===== config.mk =====
export PLATFORM = sky130hd
export DESIGN_NAME = sample_fetch_scheduler_flat
export DESIGN_NICKNAME = d
export VERILOG_FILES = /design/src/rtl/sample_fetch_scheduler_if.sv /design/src/rtl/sample_fetch_scheduler.sv /design/src/flat_wrapper.sv
export SDC_FILE = /design/constraint.sdc
export NUM_CORES = 1
export LEC_CHECK = 0
export ABC_CLOCK_PERIOD_IN_PS = 1900
export BUFFER_PORTS_ARGS = -buffer_cell sky130_fd_sc_hd__clkbuf_2
export CAP_MARGIN = 15
export CORE_MARGIN = 3
export CORE_UTILIZATION = 49
export CTS_CLUSTER_SIZE = 8
export DETAILED_ROUTE_END_ITERATION = 8
export GPL_TIMING_DRIVEN = 0
export PLACE_DENSITY = 0.75
export SLEW_MARGIN = 15
export SYNTH_ARGS = -nofsm -noshare
export SYNTH_HDL_FRONTEND = slang
export SYNTH_SLANG_ARGS = --single-unit

===== constraint.sdc =====
create_clock -name clk_in -period 1.9 [get_ports clk_in]
set_input_delay 0.38 -clock clk_in [delete_from_list [all_inputs] [get_ports clk_in]]
set_output_delay 0.38 -clock clk_in [all_outputs]
set_load 0.01 [all_outputs]

===== src/rtl/sample_fetch_scheduler_if.sv =====
// Read-port bundle between the fetch scheduler (master) and the shared sample RAM (slave).
interface sample_fetch_scheduler_if #(
    parameter int WW_WIDTH     = 18,
    parameter int SAMPLE_WIDTH = 16
);
    logic [WW_WIDTH-1:0]     ram_addr_out;
    logic                    ram_en_out;
    logic [SAMPLE_WIDTH-1:0] ram_data_in;

    modport master (output ram_addr_out, output ram_en_out, input ram_data_in);
    modport slave  (input ram_addr_out, input ram_en_out, output ram_data_in);
endinterface


===== src/rtl/sample_fetch_scheduler.sv =====
// Per-frame scheduler sharing one sample RAM read port across all voices; publishes the
// gathered samples to the mixer in a single atomic update.
module sample_fetch_scheduler #(
    parameter int NUM_VOICES   = 8,
    parameter int WW_WIDTH     = 18,
    parameter int SAMPLE_WIDTH = 16,
    parameter int RAM_LATENCY  = 2
) (
    input  logic                               clk_in,
    input  logic                               rst_in,
    input  logic                               frame_start_in,
    input  logic [NUM_VOICES-1:0]              voice_active_in,
    input  logic [NUM_VOICES*WW_WIDTH-1:0]     sample_index_in,
    sample_fetch_scheduler_if.master           ram,
    output logic [NUM_VOICES*SAMPLE_WIDTH-1:0] sample_data_out,
    output logic                               frame_done_out,
    output logic                               busy_out,
    output logic                               overrun_out
);
    localparam int VID_W = (NUM_VOICES > 1) ? $clog2(NUM_VOICES) : 1;

    typedef enum logic [1:0] {IDLE, ISSUE, DRAIN, DONE} state_t;

    state_t                            state_reg;
    logic [NUM_VOICES-1:0]             pending_reg;
    logic [NUM_VOICES*WW_WIDTH-1:0]    index_snap_reg;
    logic [NUM_VOICES*SAMPLE_WIDTH-1:0] shadow_reg;
    logic [NUM_VOICES*SAMPLE_WIDTH-1:0] shadow_next;
    logic [NUM_VOICES*SAMPLE_WIDTH-1:0] data_out_reg;
    logic [WW_WIDTH-1:0]               addr_reg;
    logic                              en_reg;
    logic                              done_reg;
    logic                              overrun_reg;

    // Stage 0 travels with the registered read request; the tag in the last stage lines up
    // with the RAM data for that request.
    logic [RAM_LATENCY:0]              tag_valid_reg;
    logic [VID_W-1:0]                  tag_id_reg [0:RAM_LATENCY];

    logic [VID_W-1:0]                  sel_id;
    logic                              sel_valid;
    logic [NUM_VOICES-1:0]             sel_onehot;
    logic [NUM_VOICES-1:0]             pending_next;
    logic                              capture_valid;
    logic [VID_W-1:0]                  capture_id;
    logic                              in_flight;

    always_comb begin
        sel_id     = '0;
        sel_valid  = |pending_reg;
        sel_onehot = '0;
        for (int i = NUM_VOICES - 1; i >= 0; i--) begin
            if (pending_reg[i]) begin
                sel_id = VID_W'(i);
            end
        end
        sel_onehot[sel_id] = sel_valid;
        pending_next       = pending_reg & ~sel_onehot;
    end

    assign capture_valid = tag_valid_reg[RAM_LATENCY];
    assign capture_id    = tag_id_reg[RAM_LATENCY];
    assign in_flight     = |tag_valid_reg[RAM_LATENCY-1:0];

    // The final capture lands on the same edge as the publish, so publish from shadow_next.
    generate
        for (genvar gi = 0; gi < NUM_VOICES; gi++) begin : g_shadow
            assign shadow_next[gi*SAMPLE_WIDTH +: SAMPLE_WIDTH] =
                (capture_valid && capture_id == VID_W'(gi)) ? ram.ram_data_in
                                                            : shadow_reg[gi*SAMPLE_WIDTH +: SAMPLE_WIDTH];
        end
    endgenerate

    always_ff @(posedge clk_in) begin
        if (rst_in) begin
            state_reg      <= IDLE;
            pending_reg    <= '0;
            index_snap_reg <= '0;
            shadow_reg     <= '0;
            data_out_reg   <= '0;
            addr_reg       <= '0;
            en_reg         <= 1'b0;
            done_reg       <= 1'b0;
            overrun_reg    <= 1'b0;
            tag_valid_reg  <= '0;
            for (int j = 0; j <= RAM_LATENCY; j++) begin
                tag_id_reg[j] <= '0;
            end
        end else begin
            en_reg           <= 1'b0;
            addr_reg         <= '0;
            done_reg         <= 1'b0;
            overrun_reg      <= frame_start_in && (state_reg != IDLE);
            shadow_reg       <= shadow_next;
            tag_valid_reg[0] <= 1'b0;
            tag_id_reg[0]    <= '0;
            for (int j = 1; j <= RAM_LATENCY; j++) begin
                tag_valid_reg[j] <= tag_valid_reg[j-1];
                tag_id_reg[j]    <= tag_id_reg[j-1];
            end

            case (state_reg)
                IDLE: begin
                    if (frame_start_in) begin
                        pending_reg    <= voice_active_in;
                        index_snap_reg <= sample_index_in;
                        shadow_reg     <= '0;
                        state_reg      <= ISSUE;
                    end
                end
                ISSUE: begin
                    if (sel_valid) begin
                        en_reg           <= 1'b1;
                        addr_reg         <= index_snap_reg[int'(sel_id)*WW_WIDTH +: WW_WIDTH];
                        tag_valid_reg[0] <= 1'b1;
                        tag_id_reg[0]    <= sel_id;
                    end
                    pending_reg <= pending_next;
                    if (pending_next == '0) begin
                        state_reg <= DRAIN;
                    end
                end
                DRAIN: begin
                    if (!in_flight) begin
                        data_out_reg <= shadow_next;
                        done_reg     <= 1'b1;
                        state_reg    <= DONE;
                    end
                end
                default: begin
                    state_reg <= IDLE;
                end
            endcase
        end
    end

    assign ram.ram_addr_out = addr_reg;
    assign ram.ram_en_out   = en_reg;
    assign sample_data_out  = data_out_reg;
    assign frame_done_out   = done_reg;
    assign overrun_out      = overrun_reg;
    assign busy_out         = (state_reg != IDLE);
endmodule


===== src/flat_wrapper.sv =====
// flat-port wrapper written by rule: the top's interface ports become plain ports
module sample_fetch_scheduler_flat 
#(
    parameter int NUM_VOICES   = 8,
    parameter int WW_WIDTH     = 18,
    parameter int SAMPLE_WIDTH = 16,
    parameter int RAM_LATENCY  = 2
)
  (clk_in, rst_in, frame_start_in, voice_active_in, sample_index_in, sample_data_out, frame_done_out, busy_out, overrun_out, ram_ram_addr_out, ram_ram_en_out, ram_ram_data_in);
  sample_fetch_scheduler_if #(.WW_WIDTH(WW_WIDTH), .SAMPLE_WIDTH(SAMPLE_WIDTH)) ram_i ();
  input  logic clk_in;
  input  logic rst_in;
  input  logic frame_start_in;
  input  logic [NUM_VOICES-1:0] voice_active_in;
  input  logic [NUM_VOICES*WW_WIDTH-1:0] sample_index_in;
  output logic [NUM_VOICES*SAMPLE_WIDTH-1:0] sample_data_out;
  output logic frame_done_out;
  output logic busy_out;
  output logic overrun_out;
  output wire logic [$bits(ram_i.ram_addr_out)-1:0] ram_ram_addr_out;
  output wire logic [$bits(ram_i.ram_en_out)-1:0] ram_ram_en_out;
  input wire logic [$bits(ram_i.ram_data_in)-1:0] ram_ram_data_in;
  assign ram_ram_addr_out = ram_i.ram_addr_out;
  assign ram_ram_en_out = ram_i.ram_en_out;
  assign ram_i.ram_data_in = ram_ram_data_in;
  sample_fetch_scheduler #(.NUM_VOICES(NUM_VOICES), .WW_WIDTH(WW_WIDTH), .SAMPLE_WIDTH(SAMPLE_WIDTH), .RAM_LATENCY(RAM_LATENCY)) u_core (.clk_in(clk_in), .rst_in(rst_in), .frame_start_in(frame_start_in), .voice_active_in(voice_active_in), .sample_index_in(sample_index_in), .ram(ram_i), .sample_data_out(sample_data_out), .frame_done_out(frame_done_out), .busy_out(busy_out), .overrun_out(overrun_out));
endmodule

==> results of run 1 <==
-- cell type report --
type,instances,area [um^2],share of cell area
flip-flops and latches,443,8899,0.4215
clock inverters,4,88.84,0.004208
clock buffers,62,1530,0.07248
repair buffers,367,2090,0.09897
well taps,442,553.0,0.02620
inverters,11,47.55,0.002252
plain buffers,142,820.8,0.03888
multi-input cells,1185,7083,0.3355
-- report_power, final --
part | switching (uW) | internal (uW)
clock network | 3810 | 5750
logic | 5290 | 3630
registers | 964 | 10900
-- routing by layer --
layer	share of wire	vias up
met2	0.48	640
li1	-	6949
met4	0.043	2
met5	0.00025	-
met1	0.40	6938
met3	0.080	124
-- cells in the final DEF, fill, tap and decap left out, types with 14 or more instances in the layout --
cell type,n
a211oi_1,123
mux2_2,33
mux2i_1,126
nand2_1,336
nor2_1,265
clkbuf_16,62
buf_6,18
buf_4,48
dfxtp_1,433
a21oi_1,152
a222oi_1,18
buf_2,14
clkbuf_1,60
clkbuf_2,332
-- path summary, 6_finish.rpt --
| check | to | start | slack [ps] |
|---|---|---|---|
| min | u_core.index_snap_reg[36] | sample_index_in[36] | 8 |
| max reg2reg | u_core.ram.ram_addr_out[12] | u_core.pending_reg[5] | -240 |
| min reg2reg | u_core.tag_id_reg[2][1] | u_core.tag_id_reg[1][1] | 430 |
| max | u_core.ram.ram_addr_out[12] | u_core.pending_reg[5] | -240 |
-- kinds of logic after synthesis --
| family | synth area share |
|---|---|
| AOI/OAI and AO/OA | 0.1523 |
| buffers and inverters | 0.04288 |
| adders and majority gates | 0.002905 |
| and+or+nand+nor | 0.1572 |
| muxes | 0.1030 |
| DFF | 0.5418 |
-- per-stage QoR --
step | hold WS, ps | instance area [um^2] | instances
4_1_cts | 0.1574 | 20750 | 2651
3_5_place_dp | 420.4 | 18460 | 2546
3_3_place_gp | 421.1 | 18460 | 2546
2_1_floorplan | 413.8 | 16390 | 1800
6_report | 7.894 | 21110 | 2656
5_1_grt | 9.988 | 21110 | 2656
-- timing repair --
action                                  4_1_cts  5_1_grt
endpoints found under the setup margin      431      145
hold buffers                                 13        0
cloned                                        1        1
resized for setup                           123      118
setup buffers                                37       12
pin swaps                                    22       21
hold endpoints to repair                     13        0
-- worst max-delay path, cell delays in order, from the launching register on --
cell and delay [ps]:
dfxtp_4 380, or2_4 180, nor3_4 50, a31o_4 270, buf_6 140, a222oi_1 710
a31oi_2 220
==> metrics.md, run 1 <==
| Metric | Value |
|---|---|
| Status | `complete, but fails checks` |
| Violated checks | `negative setup slack` |
| Port bufs | `around 300` |
| Netlist cell types | `54` |
| Drt total wl | `between 50,000 and 60,000 um` |
| Initial detailed-routing violation count | `roughly 1,200` |
| Site row count | `66` |
| Drt pass-1 iters | `7` |
| DP Wirelength | `between 30,000 and 40,000 um` |
| Area share of the largest cell type after synthesis | `0.5418` |
| Yosys warnings | `0` |
| Leak Pwr | `roughly 0.0086 uW` |
| Ant. Diodes | `0` |
| Vias in the first global route | `14,278` |
| Worst EP required | `2320 ps` |
| Sequential area share after synthesis | `0.5418` |
| PD cells | `1436 mW/mm^2` |
| Initial Utilization | `0.5006` |
| Met1 usage | `0.3471` |
| Final Hold Viols | `0` |
| EDFF count, synth | `0` |
| Num CTS Buffers | `between 60 and 70` |
| Die W | `around 190 um` |
| Synth top cells by count | `dfxtp_1, nand2_1, nor2_1` |
| GR peak layer | `met2` |
| Post-Syn Nets | `1,974` |
| Nets | `2,385` |
| Core Region | `~0.033 mm^2` |
| Slew HR | `0.3757` |
| Detail Route Antenna Nets | `0` |
| Worst hold stages | `3` |
| Initial antenna violation count | `1` |
| CTS Sinks | `443` |
| RSZ-0062 raised after global routing | `yes` |
| R2r worst-path depth | `6` |
| Mean Syn Cell Area | `9.094 um^2` |
| Clock Skew | `roughly 27 ps` |
| Measured slew at the worst slew-check pin | `~940 ps` |
| Synth Flop Type | `dfxtp_1` |
| Via/cell ratio | `between 5 and 6` |
| First-pass GRT wire length | `77,800 um` |
| Synthesized area | `about 0.016 mm^2` |
| Cells after Synth | `between 1,500 and 2,000` |
| IO Count | `about 320` |
| Cell with the most instances after synthesis | `dfxtp_1` |
| CTS tree | `done` |
| Die area | `~0.036 mm^2` |
| Arrival @ worst endpoint | `about 2600 ps` |
| Minimum clock period | `2136 ps` |
| Routability congestion estimate | `around 0.93` |
| Achievable Freq | `between 400 and 500 MHz` |
| # DRC | `0` |
| Fin worst setup slack | `-236.5 ps` |
| DR WL/cell | `19.58 um` |
| Clock tree buffer depth | `3` |
| Worst hold path type | `input pin to flip-flop` |
| Area added between synthesis and finish | `28.97%` |
| Cell taking the most area after synthesis | `dfxtp_1` |
| Met2 Usage GRT | `0.4712` |
| Reg clk slew, reported paths | `~50 ps` |
| Final Slew Violations | `0` |
| Period utilization | `1.124` |
| Max reg flops | `roughly 140` |
| Worst IR Drop VDD | `0.0008344 V` |
| Largest net degree at the start of global routing | `18` |
| Via Count | `about 15,000` |
| CTS root buf | `clkbuf_16` |
| Placement-stage worst setup slack | `-1151 ps` |
| Final Setup Violations | `24` |
| Critical path class | `flip-flop to flip-flop` |
| Crit. End Element | `flip-flop` |
| Fillers | `2,691` |
| Synth async-reset ratio | `0` |
| Worst skew pair latency | `approximately 600 ps` |
| Crit-path max FO | `10` |
| Total congestion overflow | `0` |
| Die Height | `between 150 and 200 um` |
| Overall Power | `around 30,000 uW` |
| Share of cells above drive strength 1 | `0.2724` |
| GR Util All Layers | `0.2775` |
| Setup TNS | `-2656 ps` |
| Synth top area cells | `dfxtp_1, mux2i_1, nand2_1` |
| Met3 GRT Util | `0.04577` |
| Crit start category | `flip-flop` |
| Finished Core Util | `0.6456` |
| Seq cells post-synth | `443` |
| H-Tree Depth | `2` |
| Max Cap Viol | `0` |
Power figures use the tool's default switching activity.
==> run 2: changes to the inputs <==
- CORE_ASPECT_RATIO: not set -> 0.7
- CTS_CLUSTER_DIAMETER: not set -> 100
==> metrics.md, run 2 (same netlist as run 1, synthesis figures left out) <==
| Metric | Value |
|---|---|
| Finished Core Util | `0.6491 (was 0.6456)` |
| Power share of the combinational group | `0.302 (was 0.294)` |
| GR peak layer | `met1 (was met2)` |
| Initial Utilization | `0.5018 (was 0.5006)` |
| Met3 GRT Util | `0.08963 (was 0.04577)` |
| Crit. End Element | `flip-flop (unchanged)` |
| Fin worst setup slack | `-229.9 ps (was -236.5 ps)` |
| Violated checks | `negative setup slack (unchanged)` |
| Final Slew Violations | `0 (unchanged)` |
| Slew HR | `0.3531 (was 0.3757)` |
| Critical path depth | `6 (unchanged)` |
| Share of cells above drive strength 1 | `0.2809 (was 0.2724)` |
| Minimum clock period | `2130 ps (was 2136 ps)` |
| Initial antenna violation count | `3 (was 1)` |
| Die Height | `158.9 um (was 188.8 um)` |
| Flop pwr share | `0.388 (was 0.391)` |
| FF+latch area | `0.008895 mm^2 (was 0.008899 mm^2)` |
| # DRC | `0 (unchanged)` |
| R2r worst-path depth | `6 (unchanged)` |
| Routability congestion estimate | `0.9402 (was 0.9295)` |
| Hold_ws | `25.04 ps (was 7.894 ps)` |
| Via Count | `15,086 (was 14,653)` |
| Fillers | `2,744 (was 2,691)` |
| Reg clk slew, reported paths | `50 ps (about the same)` |
| Met1 usage | `0.4303 (was 0.3471)` |
| Initial detailed-routing violation count | `1,422 (was 1,199)` |
| Critical Path End | `u_core.ram.ram_addr_out[8] (was u_core.ram.ram_addr_out[12])` |
| Reg2Reg Capture Point | `u_core.ram.ram_addr_out[8] (was u_core.ram.ram_addr_out[12])` |
| Drt pass-1 iters | `7 (unchanged)` |
| Area occupied by multi-input gates | `0.007173 mm^2 (was 0.007083 mm^2)` |
| IO Count | `321 (unchanged)` |
| Met2 Usage GRT | `0.4281 (was 0.4712)` |
| Die area | `0.03567 mm^2 (was 0.03564 mm^2)` |
| Status | `complete, but fails checks (unchanged)` |
| Final Setup Violations | `25 (was 24)` |
| Core Region | `0.03262 mm^2 (was 0.03270 mm^2)` |
| Measured slew at the worst slew-check pin | `970.3 ps (was 936.4 ps)` |
| Setup TNS | `-3714 ps (was -2656 ps)` |
| Worst IR Drop VDD | `0.0008245 V (was 0.0008344 V)` |
| Internal power | `20,170 uW (was 20,260 uW)` |
| CP Cell Sequence | `or4_4 -> nor2_4 -> buf_6 -> nand2_4 -> mux2_4 -> a31oi_4 (was or2_4 -> nor3_4 -> a31o_4 -> buf_6 -> a222oi_1 -> a31oi_2)` |
| PD cells | `1442 mW/mm^2 (was 1436 mW/mm^2)` |
| Clk pwr share | `0.310 (was 0.315)` |
| Max Cap Viol | `0 (unchanged)` |
| Achievable Freq | `469.5 MHz (was 468.1 MHz)` |
| Nets | `2,386 (was 2,385)` |
| Vias in the first global route | `14,375 (was 14,278)` |
| Worst skew pair latency | `590 ps (was 600 ps)` |
| GR Util All Layers | `0.2963 (was 0.2775)` |
| Clock Skew | `27.43 ps (was 26.75 ps)` |
| Slowest-stage cell, CP | `or4_4 (was a222oi_1)` |
| CTS root buf | `clkbuf_16 (unchanged)` |
| Leak Pwr | `0.008678 uW (was 0.008584 uW)` |
| CTS tree | `done (unchanged)` |
| Die W | `224.5 um (was 188.8 um)` |
| Commonest non-fill, non-tap cell in the layout | `dfxtp_1 (unchanged)` |
| Via/cell ratio | `5.712 (was 5.517)` |
| H-Tree Depth | `2 (unchanged)` |
| Worst hold path type | `input pin to flip-flop (unchanged)` |
| Critical path class | `flip-flop to flip-flop (unchanged)` |
| Crit-path max FO | `8 (was 10)` |
| Largest net degree at the start of global routing | `17 (was 18)` |
| Arrival @ worst endpoint | `2630 ps (was 2550 ps)` |
| Buffer and inverter count on the worst path | `1 (unchanged)` |
| Net Sw Power | `10,360 uW (was 10,070 uW)` |
| First-pass GRT wire length | `82,480 um (was 77,800 um)` |
| Detail Route Antenna Nets | `0 (unchanged)` |
| Overall Power | `30,530 uW (was 30,320 uW)` |
| Final Non-Filler Cells | `2,641 (was 2,656)` |
| Worst EP required | `2400 ps (was 2320 ps)` |
| Max reg flops | `144 (unchanged)` |
| DP Wirelength | `40,160 um (was 35,730 um)` |
| Period utilization | `1.121 (was 1.124)` |
| Crit start category | `flip-flop (unchanged)` |
| Ant. Diodes | `0 (unchanged)` |
| Final Hold Viols | `0 (unchanged)` |
| DR WL/cell | `21.16 um (was 19.58 um)` |
| CP top delay family | `simple AND/OR/NAND/NOR gates (was compound AO/OA/AOI/OAI gates)` |
| Port bufs | `304 (unchanged)` |
| R2R setup slack | `-230 ps (was -240 ps)` |
| Most frequent cells in the layout | `dfxtp_1, clkbuf_2, nand2_1, nor2_1, a21oi_1 (was dfxtp_1, nand2_1, clkbuf_2, nor2_1, a21oi_1)` |
| Max stage delay on crit path | `620 ps (was 710 ps)` |
| CTS Sinks | `443 (unchanged)` |
| Clock tree buffer depth | `3 (unchanged)` |
| Worst Setup SP | `u_core.pending_reg[1] (was u_core.pending_reg[5])` |
| Area added between synthesis and finish | `29.34% (was 28.97%)` |
| RR Startpoint | `u_core.pending_reg[1] (was u_core.pending_reg[5])` |
| Switching portion of total power | `0.3393 (was 0.3319)` |
| RSZ-0062 raised after global routing | `yes (unchanged)` |
| Cell total after placement | `2,531 (was 2,546)` |
| Site row count | `55 (was 66)` |
| Drt total wl | `55,880 um (was 52,010 um)` |
| Num CTS Buffers | `61 (unchanged)` |
| Total congestion overflow | `0 (unchanged)` |
## run 2: how the worst min path moves through the flow
| stage | start | endpoint | cells past startpoint |
|---|---|---|---|
| floorplan | u_core.tag_id_reg[0][0] | u_core.tag_id_reg[1][0] | 1 |
| global placement | u_core.tag_id_reg[1][1] | u_core.tag_id_reg[2][1] | 1 |
| detailed placement | u_core.tag_id_reg[1][1] | u_core.tag_id_reg[2][1] | 1 |
| CTS | sample_index_in[100] | u_core.index_snap_reg[100] | 3 |
| global route | sample_index_in[10] | u_core.index_snap_reg[10] | 3 |
| finish | sample_index_in[100] | u_core.index_snap_reg[100] | 3 |
## run 2: tightest hold or removal path, stage by stage
cell and delay (ps):
clkbuf_2 80, nand2_1 50, a21oi_1 50
## run 2: per-layer routing
metal  share of wire  routed length, um  vias up
met5          0.0024                132        -
met4           0.023               1274        6
met3            0.11               6095      118
met2            0.42              23610      735
met1            0.44              24770     7263
li1                -                  -     6964
## run 2: power groups by stage
stage | clock network (uW) | registers [uW] | logic, uW
after detailed placement | 0 | 11900 | 7650
after global placement | 0 | 11900 | 7500
after floorplan | 0 | 12100 | 4410
final | 9460 | 11900 | 9220
after global routing | 9970 | 12000 | 9850
after CTS | 9550 | 11800 | 8450
## run 2: through the flow
stage / setup WS (ps) / area [um^2]
floorplan: -138.5 / 16390
global placement: -1042 / 18440
detailed placement: -1122 / 18440
CTS: -183.6 / 20720
global route: -264.9 / 21170
finish: -229.9 / 21170
## run 2: area by class of cell
type	count	share of cell area
multi-input combinational	1185	0.3388
timing repair buffer	362	0.09857
tap	427	0.02523
clock inverter	3	0.002068
clock buffer	62	0.07328
sequential	443	0.4201
buffer	148	0.03971
inverter	11	0.002246
## run 2: repair_timing
item	in CTS	in global routing
gates resized for setup	141	124
hold endpoints to repair	9	0
buffers inserted	34	9
hold buffers	9	0
gates cloned	1	5
endpoints found under the setup margin	431	183
pin swaps	21	35
==> run 3: changes to the inputs <==
- RECOVER_POWER: not set -> 50
==> metrics.md, run 3 (same netlist as run 1, synthesis figures left out) <==
| Metric | Value |
|---|---|
| Critical path class | `flip-flop to flip-flop (unchanged)` |
| Initial antenna violation count | `3 (unchanged)` |
| M1 wire length | `24,700 um (was 24,770 um)` |
| # DRC | `0 (unchanged)` |
| Final Slew Violations | `0 (unchanged)` |
| Leak Pwr | `0.008179 uW (was 0.008678 uW)` |
| Arrival @ worst endpoint | `2630 ps (about the same)` |
| Nets | `2,386 (unchanged)` |
| Post-route cell area | `0.02099 mm^2 (was 0.02117 mm^2)` |
| Crit-path max FO | `8 (unchanged)` |
| Clock tree buffer depth | `3 (unchanged)` |
| Met2 WL | `23,350 um (was 23,610 um)` |
| CTS Sinks | `443 (unchanged)` |
| Worst skew pair latency | `590 ps (about the same)` |
| Via/cell ratio | `5.684 (was 5.712)` |
| Drt total wl | `55,930 um (was 55,880 um)` |
| Area added between synthesis and finish | `28.22% (was 29.34%)` |
| Total congestion overflow | `0 (unchanged)` |
| Share of cells above drive strength 1 | `0.2141 (was 0.2809)` |
| DR WL/cell | `21.18 um (was 21.16 um)` |
| GR Util All Layers | `0.2963 (unchanged)` |
| Status | `complete, but fails checks (unchanged)` |
| Fillers | `2,816 (was 2,744)` |
| Cell total after placement | `2,531 (unchanged)` |
| Achievable Freq | `469.7 MHz (was 469.5 MHz)` |
| Critical Path End | `u_core.ram.ram_addr_out[7] (was u_core.ram.ram_addr_out[8])` |
| Worst Setup SP | `u_core.pending_reg[1] (unchanged)` |
| Most frequent cells in the layout | `dfxtp_1, nand2_1, nor2_1, clkbuf_1, clkbuf_2 (was dfxtp_1, clkbuf_2, nand2_1, nor2_1, a21oi_1)` |
| Violated checks | `negative setup slack (unchanged)` |
| R2r worst-path depth | `6 (unchanged)` |
| Via Count | `15,011 (was 15,086)` |
| DR top layer | `met5 (unchanged)` |
| Max Cap Viol | `0 (unchanged)` |
| Crit start category | `flip-flop (unchanged)` |
| RR Startpoint | `u_core.pending_reg[1] (unchanged)` |
| Num CTS Buffers | `61 (unchanged)` |
| PD cells | `1444 mW/mm^2 (was 1442 mW/mm^2)` |
| Port bufs | `304 (unchanged)` |
| Measured slew at the worst slew-check pin | `992.6 ps (was 970.3 ps)` |
| Site row count | `55 (unchanged)` |
| Final Hold Viols | `0 (unchanged)` |
| Core Region | `0.03262 mm^2 (unchanged)` |
| CTS tree | `done (unchanged)` |
| DP Wirelength | `40,160 um (unchanged)` |
| Final Non-Filler Cells | `2,641 (unchanged)` |
| Fin worst setup slack | `-229.2 ps (was -229.9 ps)` |
| Met3 WL | `6269 um (was 6095 um)` |
| Period utilization | `1.121 (about the same)` |
| Die area | `0.03567 mm^2 (unchanged)` |
| IO Count | `321 (unchanged)` |
| Ant. Diodes | `0 (unchanged)` |
| Initial Utilization | `0.5018 (unchanged)` |
| Slew HR | `0.3383 (was 0.3531)` |
| Finished Core Util | `0.6435 (was 0.6491)` |
| Largest net degree at the start of global routing | `17 (unchanged)` |
| First-pass GRT wire length | `82,480 um (unchanged)` |
| Reg clk slew, reported paths | `50 ps (about the same)` |
| Clock Skew | `26.32 ps (was 27.43 ps)` |
| Overall Power | `30,310 uW (was 30,530 uW)` |
| Worst EP required | `2400 ps (about the same)` |
| Worst IR Drop VDD | `0.0008244 V (was 0.0008245 V)` |
| Placed Area | `0.01844 mm^2 (unchanged)` |
| Routability congestion estimate | `0.9402 (unchanged)` |
| R2R setup slack | `-230 ps (about the same)` |
| Die Height | `158.9 um (unchanged)` |
| Vias in the first global route | `14,375 (unchanged)` |
| RSZ-0062 raised after global routing | `yes (unchanged)` |
| CTS root buf | `clkbuf_16 (unchanged)` |
| Max reg flops | `144 (unchanged)` |
| Commonest non-fill, non-tap cell in the layout | `dfxtp_1 (unchanged)` |
| H-Tree Depth | `2 (unchanged)` |
| Minimum clock period | `2129 ps (was 2130 ps)` |
| Worst hold path type | `input pin to flip-flop (unchanged)` |
| Drt pass-1 iters | `8 (was 7)` |
| Die W | `224.5 um (unchanged)` |
| Detail Route Antenna Nets | `0 (unchanged)` |
| Final Setup Violations | `32 (was 25)` |
| Reg2Reg Capture Point | `u_core.ram.ram_addr_out[7] (was u_core.ram.ram_addr_out[8])` |
| Initial detailed-routing violation count | `1,453 (was 1,422)` |
| Crit. End Element | `flip-flop (unchanged)` |
run 3: cell counts in the layout (fill, tap and decap cells not counted):
No cell type changed its count.
run 3: layout make-up:
type | count | area (um^2) | area share
clock inverter | 3 | 43.79 | 0.002086
sequential | 443 | 8895 | 0.4238
multi-input combinational | 1185 | 7173 | 0.3418
inverter | 11 | 47.55 | 0.002265
tap | 427 | 534.3 | 0.02545
clock buffer | 62 | 1551 | 0.07392
timing repair buffer | 362 | 1904 | 0.09073
buffer | 148 | 839.6 | 0.04000
run 3: metal layers:
metal	GRT usage	vias to the layer above
met1	0.4303	7196
met2	0.4281	725
li1	-	6956
met4	0.08054	8
met5	0	-
met3	0.08963	126
run 3: worst min-delay path by stage:
stage                       startpoint                         end  slack [ps]  cells past startpoint
2_1_floorplan  u_core.tag_id_reg[0][0]     u_core.tag_id_reg[1][0]         410                      1
3_3_place_gp   u_core.tag_id_reg[1][1]     u_core.tag_id_reg[2][1]         430                      1
3_5_place_dp   u_core.tag_id_reg[1][1]     u_core.tag_id_reg[2][1]         430                      1
4_1_cts           sample_index_in[100]  u_core.index_snap_reg[100]         0.2                      3
5_1_grt            sample_index_in[10]   u_core.index_snap_reg[10]          10                      3
6_report          sample_index_in[100]  u_core.index_snap_reg[100]          30                      3
run 3: power by group:
part | total [uW] | switching (uW) | internal [uW]
clock | 9460 | 3790 | 5670
sequential | 11800 | 966 | 10900
combinational | 9010 | 5610 | 3400
run 3: critical path, stage by stage (launching register included):
cell and delay, ps:
dfxtp_2 330, or4_4 620, nor2_4 320, buf_6 190, nand2_2 60, mux2_4 330
a31oi_4 200
run 3: repair_timing:
item,4_1_cts,5_1_grt
resized for setup,141,124
pin swaps,21,35
hold buffers,9,0
endpoints found under the setup margin,431,183
setup buffers,34,9
cloned,1,5
endpoints found under the hold margin,9,0
run 3: metrics by stage:
step | setup WS [ps] | hold WS, ps | setup TNS, ps
6_report | -229.2 | 26.85 | -3799
2_1_floorplan | -138.5 | 413.8 | -2205
3_3_place_gp | -1042 | 433.2 | -298920
3_5_place_dp | -1122 | 429.1 | -320290
5_1_grt | -264.9 | 10.54 | -6893
4_1_cts | -183.6 | 0.1986 | -3381
